File: src/rtl/mux151_arb_pkg.sv
// Shared types and constants for the 74x151 polling arbiter.
// State encoding, select width and source count are shared by the top and the bench.
package mux151_arb_pkg;

  localparam int SEL_W = 3;
  localparam int N_SRC = 8;

  typedef enum logic [1:0] {
    ST_IDLE   = 2'd0,
    ST_SETTLE = 2'd1,
    ST_SAMPLE = 2'd2,
    ST_GRANT  = 2'd3
  } arb_state_e;

  // Modulo-8 successor of a select value or pointer.
  function automatic logic [SEL_W-1:0] sel_next(input logic [SEL_W-1:0] s);
    return s + 3'd1;
  endfunction

endpackage

File: src/rtl/arb_down_counter.sv
// Loadable down-counter that saturates at zero and flags zero.
// Load takes priority over decrement.
module arb_down_counter #(
  parameter int WIDTH = 4
) (
  input  logic             clk,
  input  logic             rst,
  input  logic             load,
  input  logic [WIDTH-1:0] load_val,
  input  logic             dec,
  output logic             zero
);

  logic [WIDTH-1:0] count_q;

  // Count register: reset, load, or decrement toward zero.
  always_ff @(posedge clk) begin
    if (rst) begin
      count_q <= '0;
    end else if (load) begin
      count_q <= load_val;
    end else if (dec && (count_q != '0)) begin
      count_q <= count_q - WIDTH'(1);
    end else begin
      count_q <= count_q;
    end
  end

  assign zero = (count_q == '0);

endmodule

File: src/rtl/mux151_poll_arbiter.sv
// Round-robin arbiter polling 8 request lines through one 74x151 mux.
// Steps the select, waits for the mux to settle, samples Y/W and holds a grant.
module mux151_poll_arbiter
  import mux151_arb_pkg::*;
#(
  parameter int SETTLE_CYCLES  = 2,
  parameter int TIMEOUT_CYCLES = 255
) (
  input  logic             clk,
  input  logic             rst,
  input  logic             enable,
  output logic [SEL_W-1:0] mux_sel,
  output logic             mux_strobe,
  input  logic             mux_y,
  input  logic             mux_w,
  output logic             grant,
  output logic [SEL_W-1:0] grant_id,
  input  logic             done,
  output logic             error,
  output logic             timeout
);

  localparam logic [3:0]  SETTLE_LD = 4'(SETTLE_CYCLES);
  localparam bit          TO_EN     = (TIMEOUT_CYCLES != 0);
  // Loaded with N-1 so that the zero flag marks the last of N hold cycles.
  localparam logic [15:0] TO_LD     = TO_EN ? 16'(TIMEOUT_CYCLES - 1) : 16'd0;

  arb_state_e       state_q;
  logic [SEL_W-1:0] ptr_q;
  logic [SEL_W-1:0] sel_q;
  logic [SEL_W-1:0] id_q;
  logic             strobe_q;
  logic             grant_q;
  logic             error_q;
  logic             timeout_q;

  logic [SEL_W-1:0] sel_inc_d;
  logic [SEL_W-1:0] rel_ptr_d;
  logic             sample_bad_s;
  logic             req_valid_s;
  logic             to_hit_s;
  logic             release_s;
  logic             settle_load_s;
  logic             settle_dec_s;
  logic             settle_zero_s;
  logic             to_load_s;
  logic             to_dec_s;
  logic             to_zero_s;

  // Sample decode, release detection and counter control strobes.
  always_comb begin
    sel_inc_d     = sel_next(sel_q);
    rel_ptr_d     = sel_next(id_q);
    sample_bad_s  = (mux_y == mux_w);
    req_valid_s   = ~sample_bad_s & mux_y;
    to_hit_s      = TO_EN & to_zero_s;
    release_s     = done | to_hit_s;
    settle_load_s = 1'b0;
    settle_dec_s  = 1'b0;
    to_load_s     = 1'b0;
    to_dec_s      = 1'b0;
    case (state_q)
      ST_IDLE: begin
        settle_load_s = enable;
      end
      ST_SETTLE: begin
        settle_dec_s = 1'b1;
      end
      ST_SAMPLE: begin
        if (req_valid_s) begin
          to_load_s = 1'b1;
        end else begin
          settle_load_s = enable;
        end
      end
      ST_GRANT: begin
        to_dec_s      = TO_EN;
        settle_load_s = release_s & enable;
      end
      default: begin
        settle_load_s = 1'b0;
      end
    endcase
  end

  arb_down_counter #(.WIDTH(4)) u_settle_cnt (
    .clk      (clk),
    .rst      (rst),
    .load     (settle_load_s),
    .load_val (SETTLE_LD),
    .dec      (settle_dec_s),
    .zero     (settle_zero_s)
  );

  arb_down_counter #(.WIDTH(16)) u_timeout_cnt (
    .clk      (clk),
    .rst      (rst),
    .load     (to_load_s),
    .load_val (TO_LD),
    .dec      (to_dec_s),
    .zero     (to_zero_s)
  );

  // Polling FSM with pointer and all registered outputs.
  always_ff @(posedge clk) begin
    if (rst) begin
      state_q   <= ST_IDLE;
      ptr_q     <= 3'd0;
      sel_q     <= 3'd0;
      id_q      <= 3'd0;
      strobe_q  <= 1'b1;
      grant_q   <= 1'b0;
      error_q   <= 1'b0;
      timeout_q <= 1'b0;
    end else begin
      timeout_q <= 1'b0;
      case (state_q)
        ST_IDLE: begin
          strobe_q <= 1'b1;
          if (enable) begin
            sel_q    <= ptr_q;
            strobe_q <= 1'b0;
            state_q  <= ST_SETTLE;
          end
        end
        ST_SETTLE: begin
          if (settle_zero_s) begin
            state_q <= ST_SAMPLE;
          end
        end
        ST_SAMPLE: begin
          if (sample_bad_s) begin
            error_q <= 1'b1;
          end
          if (req_valid_s) begin
            grant_q  <= 1'b1;
            id_q     <= sel_q;
            strobe_q <= 1'b1;
            state_q  <= ST_GRANT;
          end else if (enable) begin
            sel_q   <= sel_inc_d;
            state_q <= ST_SETTLE;
          end else begin
            strobe_q <= 1'b1;
            ptr_q    <= sel_inc_d;
            state_q  <= ST_IDLE;
          end
        end
        ST_GRANT: begin
          if (release_s) begin
            grant_q   <= 1'b0;
            ptr_q     <= rel_ptr_d;
            timeout_q <= ~done;
            if (enable) begin
              sel_q    <= rel_ptr_d;
              strobe_q <= 1'b0;
              state_q  <= ST_SETTLE;
            end else begin
              state_q <= ST_IDLE;
            end
          end
        end
        default: begin
          state_q <= ST_IDLE;
        end
      endcase
    end
  end

  assign mux_sel    = sel_q;
  assign mux_strobe = strobe_q;
  assign grant      = grant_q;
  assign grant_id   = id_q;
  assign error      = error_q;
  assign timeout    = timeout_q;

endmodule

File: config.mk
export PLATFORM = sky130hd
export DESIGN_NAME = mux151_poll_arbiter
export DESIGN_NICKNAME = d
export VERILOG_FILES = /design/src/rtl/mux151_arb_pkg.sv /design/src/rtl/arb_down_counter.sv /design/src/rtl/mux151_poll_arbiter.sv
export SDC_FILE = /design/constraint.sdc
export NUM_CORES = 1
export LEC_CHECK = 0
export CAP_MARGIN = 20
export CORE_ASPECT_RATIO = 1.25
export CORE_MARGIN = 5
export CORE_UTILIZATION = 60
export DETAILED_ROUTE_END_ITERATION = 8
export PLACE_DENSITY = 0.82
export SETUP_SLACK_MARGIN = 0.15
export SYNTH_ARGS = -nofsm -noshare
export SYNTH_HDL_FRONTEND = slang
export SYNTH_SLANG_ARGS = --single-unit
File: constraint.sdc
create_clock -name clk -period 4.2 [get_ports clk]
set_clock_uncertainty 0.15 [all_clocks]
set_input_delay 0.63 -clock clk [delete_from_list [all_inputs] [get_ports clk]]
set_output_delay 0.63 -clock clk [all_outputs]
set_load 0.005 [all_outputs]
# --- Word-level counts from Yosys, hierarchy flattened ---
# Cells that the tools add are included.
# Widths: inputs -> output; s select.
classes:
  div: 0
  mux: 35
  addsub: 4
  order_cmp: 0
  reduce_logical: 21
  bitwise: 7
  n_shift: 0
  eq_ne: 13
  multipliers: 0
op_table:
  columns: ["op", "count"]
  rows:
  - ["$mux 3", 8]
  - ["$logic_not 16->1", 1]
  - ["$mux 8", 2]
  - ["$ne 2x2->1 const B", 8]
  - ["$reduce_bool 16->1", 1]
  - ["$sub 16x1->16 const B", 1]
  - ["$mux 1", 13]
  - ["$mux 2", 6]
  - ["$pmux 3 s3", 1]
  - ["$pmux 2 s4", 1]
  - ["$reduce_and 4->1", 2]
  - ["$add 3x1->3 const B", 2]
  - ["$pmux 1 s3", 2]
  - ["$pmux 3 s2", 1]
  - ["$reduce_and 3->1", 2]
  - ["$reduce_and 6->1", 1]
  - ["$reduce_bool 2->1", 3]
  - ["$eq 2x2->1 const B", 2]
  - ["$logic_not 4->1", 1]
  - ["$not 1->1", 4]
  - ["$reduce_and 2->1", 2]
  - ["$reduce_bool 4->1", 1]
  - ["$reduce_or 2->1", 2]
  - ["$sub 4x1->4 const B", 1]
  - ["10 further kinds", 12]
totals:
  rom_bits: 0
  n_memories: 0
  ff_bits: 35
  elab_cells: 92
  latchBits: 0
  out_inout_bits: 10
  inputBits: 6
  ramBits: 0

# --- Depth between registers and ports, before layout ---
depth:
  ltp_word: 6
  ltp_mapped: 8
  depth_no_buf: 7

# --- Cells and area by module ---
# Synthesis repeated with hierarchy kept, for this count alone.
unflattened:
  hier_cells: 259
  area_unflattened_um2: 2218.4
modules_own_cells:
  columns: ["mod", "cells_each", "instances", "seq_area_each_um2", "area_each_um2"]
  rows:
  - ["mux151_poll_arbiter", 116, 1, 300.3, 1011.0]
  - ["arb_down_counter (u_timeout_cnt)", 114, 1, 320.3, 944.7]
  - ["arb_down_counter (u_settle_cnt)", 29, 1, 80.1, 262.8]

# --- Worst setup path after synthesis ---
# No wires, ideal clock.
synth_path:
  path_type: "input to register"
  from: "input port mux_w"
  to: "register sel_q[0], in the netlist mux_sel[0]"
  setup_ps: 91
  path_stages: 7
  slack_ps: 2231
  required_time_ps: 3959
  arrival_time_ps: 1728
  path_buffers: 0
  path_cell_list: "inv_1 ha_1 nor2b_1 o21ai_0 a21oi_2 a21oi_1 a311oi_1"
synth_via:
  elab_chain_len: 5
synth_rtl:
  columns: ["element", "line_no", "source"]
  rows:
  - ["start: declaration", "mux151_poll_arbiter.sv:15", "input logic mux_w,"]
  - ["$eq 1x1->1", "mux151_poll_arbiter.sv:54", "sample_bad_s = (mux_y == mux_w);"]
  - ["$not 1->1", "mux151_poll_arbiter.sv:55", "req_valid_s = ~sample_bad_s & mux_y;"]
  - ["$and 1x1->1", "mux151_poll_arbiter.sv:55", null]
  - ["$ne 2x2->1 (no line)", null, null]
  - ["$reduce_and 6->1 (no line)", null, null]
  - ["end signal: assignment", "mux151_poll_arbiter.sv:121", "sel_q <= ptr_q;"]
  - ["end signal: assignment", "mux151_poll_arbiter.sv:141", "sel_q <= sel_inc_d;"]
  - ["end signal: assignment", "mux151_poll_arbiter.sv:155", "sel_q <= rel_ptr_d;"]
  - ["end: declaration", "mux151_poll_arbiter.sv:30", "logic [SEL_W-1:0] sel_q;"]
# No other way between the ends.
# A chain may end at the register's enable or synchronous reset.

# --- Worst setup path in the final report ---
layout_path:
  from: "input port mux_w"
  to: "register sel_q[1], in the netlist mux_sel[1]"
# Same word-level chain as after synthesis.

==> key figures <==
Critical path
  – CP Depth: 8
  – CP peak stage delay: 450 ps
  – CP Buf/Inv Count: 2
  – Crit. End Element: flip-flop
  – CP startpoint kind: primary input
  – Crit Path Class: primary input to flip-flop
  – CP top delay family: compound AO/OA/AOI/OAI gates
  – R2R cell count: 7
  – Critical Path Fanout Max: 6
  – Crit path cell chain: clkdlybuf4s50_1 -> inv_1 -> ha_1 -> nor2b_1 -> o21ai_0 -> a21oi_2 -> a21oi_1 -> a311oi_1
  – Critical path launch point: mux_w
  – Crit path required time: 4250 ps
  – Worst r2r src: state_q[0]$_SDFFE_PP0P_
  – Critical path arrival: 2420 ps
  – Crit-path slowest cell: clkdlybuf4s50_1

Global route
  – GRT Residual Overflow: 0
  – Largest net degree at the start of global routing: 20
  – Number of global-route vias before repair: 1468
  – Initial antenna violation count: 0
  – First-pass GRT wire length: 6.48 mm
  – Total track usage: 19.3%

Timing
  – Fin Setup TNS: 0 ps
  – Fin. max-slew vios: 0
  – Relative slew slack: 58.4%
  – Setup Viol. Count Final: 0
  – Final Hold Vio Count: 0
  – Min Tclk post-route: 2360 ps
  – Slew @ Worst Pin: 624 ps
  – RSZ-0062 raised after global routing: false
  – Fmax: 0.423 GHz
  – Final critical-path share of the clock period: 56.3%

Floorplanning
  – Core area: 3170 um^2
  – FP Rows: 23
  – Chip width: 60.9 um
  – Top Ports: 16
  – Die area: 4480 um^2
  – Initial core utilization: 61.3%
  – Chip Height: 73.6 um

Power and ir drop
  – Comb power frac: 40.0%
  – Total power: 1.25 mW
  – Clock power frac: 25.3%
  – Peak supply drop: 385 uV
  – Net Switching: 465 uW
  – Pwr Density: 563 nW/um^2
  – Pint: 786 uW
  – LEAKAGE: 0.832 nW
  – Sw frac: 37.2%
  – Reg power frac: 34.7%

Clock tree
  – CTS H-tree depth: 2
  – CTS tree: done
  – Setup Buffers After CTS: 0
  – Clock Latency Late Sink: 300 ps
  – CTS sink count: 35
  – Clock transition at path regs: 70 ps
  – Maximum buffer depth of the clock tree: 2
  – Resized Gates After CTS: 0
  – CTS Hold Bufs: 0
  – CTS Buf Count: 5
  – Root Buffer: clkbuf_8

Routing
  – Initial drt markers: 111
  – Routed vias/inst: 5.68
  – WL/cell: 13.9 um
  – ANT nets after route: 0
  – Post-Route WL: 3.80 mm
  – DR vias: 1550
  – DR DRC count: 0
  – Drt pass-1 iters: 4

Synth
  – Mapped Nets: 239
  – Most numerous cell in the Yosys netlist: dfxtp_1
  – Asr flop ratio synth: 0%
  – YS warnings: 0
  – Most used DFF post-synth: dfxtp_1
  – Commonest cells post-synth: dfxtp_1, nor2_1, a21oi_1
  – Sequential fraction of the synthesis area: 36.1%
  – Share of the synthesized area in the top cell type: 36.1%
  – Yosys reg bits: 35
  – Synth Instances: 222
  – Synthesized cell area: 1940 um^2
  – Number of synthesized flops with an enable pin: 0
  – Syn Area/Cell: 8.74 um^2
  – Synth top area cells: dfxtp_1, xor2_1, ha_1, nor2_1, a21oi_1
  – Largest area contributor in the netlist: dfxtp_1
  – Yosys cell types: 47

Outcome
  – Status: complete, no violations

Placed design
  – Input/output buffers: 15
  – GP Congestion: 0.808
  – HPWL Detailed: 2.69 mm

Layout
  – Ant diodes: 0
  – Final Net Count: 252
  – Area Growth Syn to Fin: 14.6%
  – Fill count: 265
  – Share of cells above drive strength 1: 9.32%

Min path
  – Hold path startpoint: error$_SDFFE_PP0P_
  – Min-Delay Path Depth: 2
  – Min-Delay Path Class: flip-flop to flip-flop

Job
  – Max Cap Viol: 0
-- cell type report --
class | instances | area (um^2) | area share (%)
clock buffers | 6 | 82.6 | 3.71
well taps | 37 | 46.3 | 2.08
flip-flops and latches | 35 | 701 | 31.5
multi-input cells | 166 | 1160 | 52.2
inverters | 11 | 41.3 | 1.86
repair buffers | 16 | 158 | 7.09
clock inverters | 2 | 35.0 | 1.58
-- power groups by stage --
stage / clock network, mW / logic [mW] / registers [mW]
after floorplan: 0 / 0.400 / 0.431
after global placement: 0 / 0.486 / 0.438
after detailed placement: 0 / 0.497 / 0.441
after CTS: 0.323 / 0.502 / 0.434
after global routing: 0.341 / 0.560 / 0.442
final: 0.317 / 0.500 / 0.434
-- worst paths after layout --
check / to / slack (ps)
worst max-delay path: mux_sel[1]$_SDFFE_PP0P_ / 1840
worst min-delay path: error$_SDFFE_PP0P_ / 320
worst max register to register: mux_sel[1]$_SDFFE_PP0P_ / 1880
worst min register to register: error$_SDFFE_PP0P_ / 320
-- registers in the layout, indices dropped and copies added (netlist names) --
register	flops
grant_id	3
error	1
ptr_q	3
state_q	2
mux_strobe	1
u_timeout_cnt.count_q	16
grant	1
u_settle_cnt.count_q	4
mux_sel	3
timeout	1
-- layout by cell type, fill, tap and decap left out, types with 7 or more instances in the layout --
| cell type | netlist | layout |
|---|---|---|
| a21oi_1 | 18 | 18 |
| nor2_1 | 28 | 28 |
| inv_1 | 11 | 11 |
| nor3_1 | 7 | 7 |
| clkdlybuf4s50_1 | 0 | 15 |
| ha_1 | 11 | 11 |
| xor2_1 | 16 | 16 |
| nand3_1 | 8 | 8 |
| dfxtp_1 | 35 | 35 |
| nand2_1 | 15 | 15 |
-- worst reg2reg max path: stages (launching register included) --
cell and delay, ps:
dfxtp_1 360, inv_1 120, ha_1 440, nor2b_1 350, o21ai_0 170, a21oi_2 280, a21oi_1 110, a311oi_1 250
-- logic make-up after synthesis --
family / synth area share, %
buffers and inverters: 4.13
XOR/XNOR: 9.03
multiplexers: 3.16
flip-flops: 36.1
AO/OA/AOI/OAI: 14.8
AND/OR/NAND/NOR: 25.7
adder cells (fa/ha/maj): 7.09
-- per-stage QoR --
step | hold slack [ps] | cells | worst slack [ps] | util, % | area [um^2]
floorplan | 310 | 222 | 2230 | - | 1940
global placement | 303 | 265 | 1620 | 66.5 | 2110
detailed placement | 313 | 265 | 1570 | 66.5 | 2110
CTS | 333 | 273 | 1870 | 70.2 | 2220
global route | 361 | 273 | 1710 | 70.2 | 2220
finish | 325 | 273 | 1840 | 70.2 | 2220
-- layer usage --
metal | global-route usage, % | wire length [um] | vias to the layer above
met5 | 0 | 0 | -
met4 | 7.23 | 57 | 0
met3 | 5.27 | 196 | 7
met2 | 33.3 | 1920 | 32
met1 | 22.1 | 1630 | 714
li1 | - | - | 797
(Power assumes the default switching activity.)
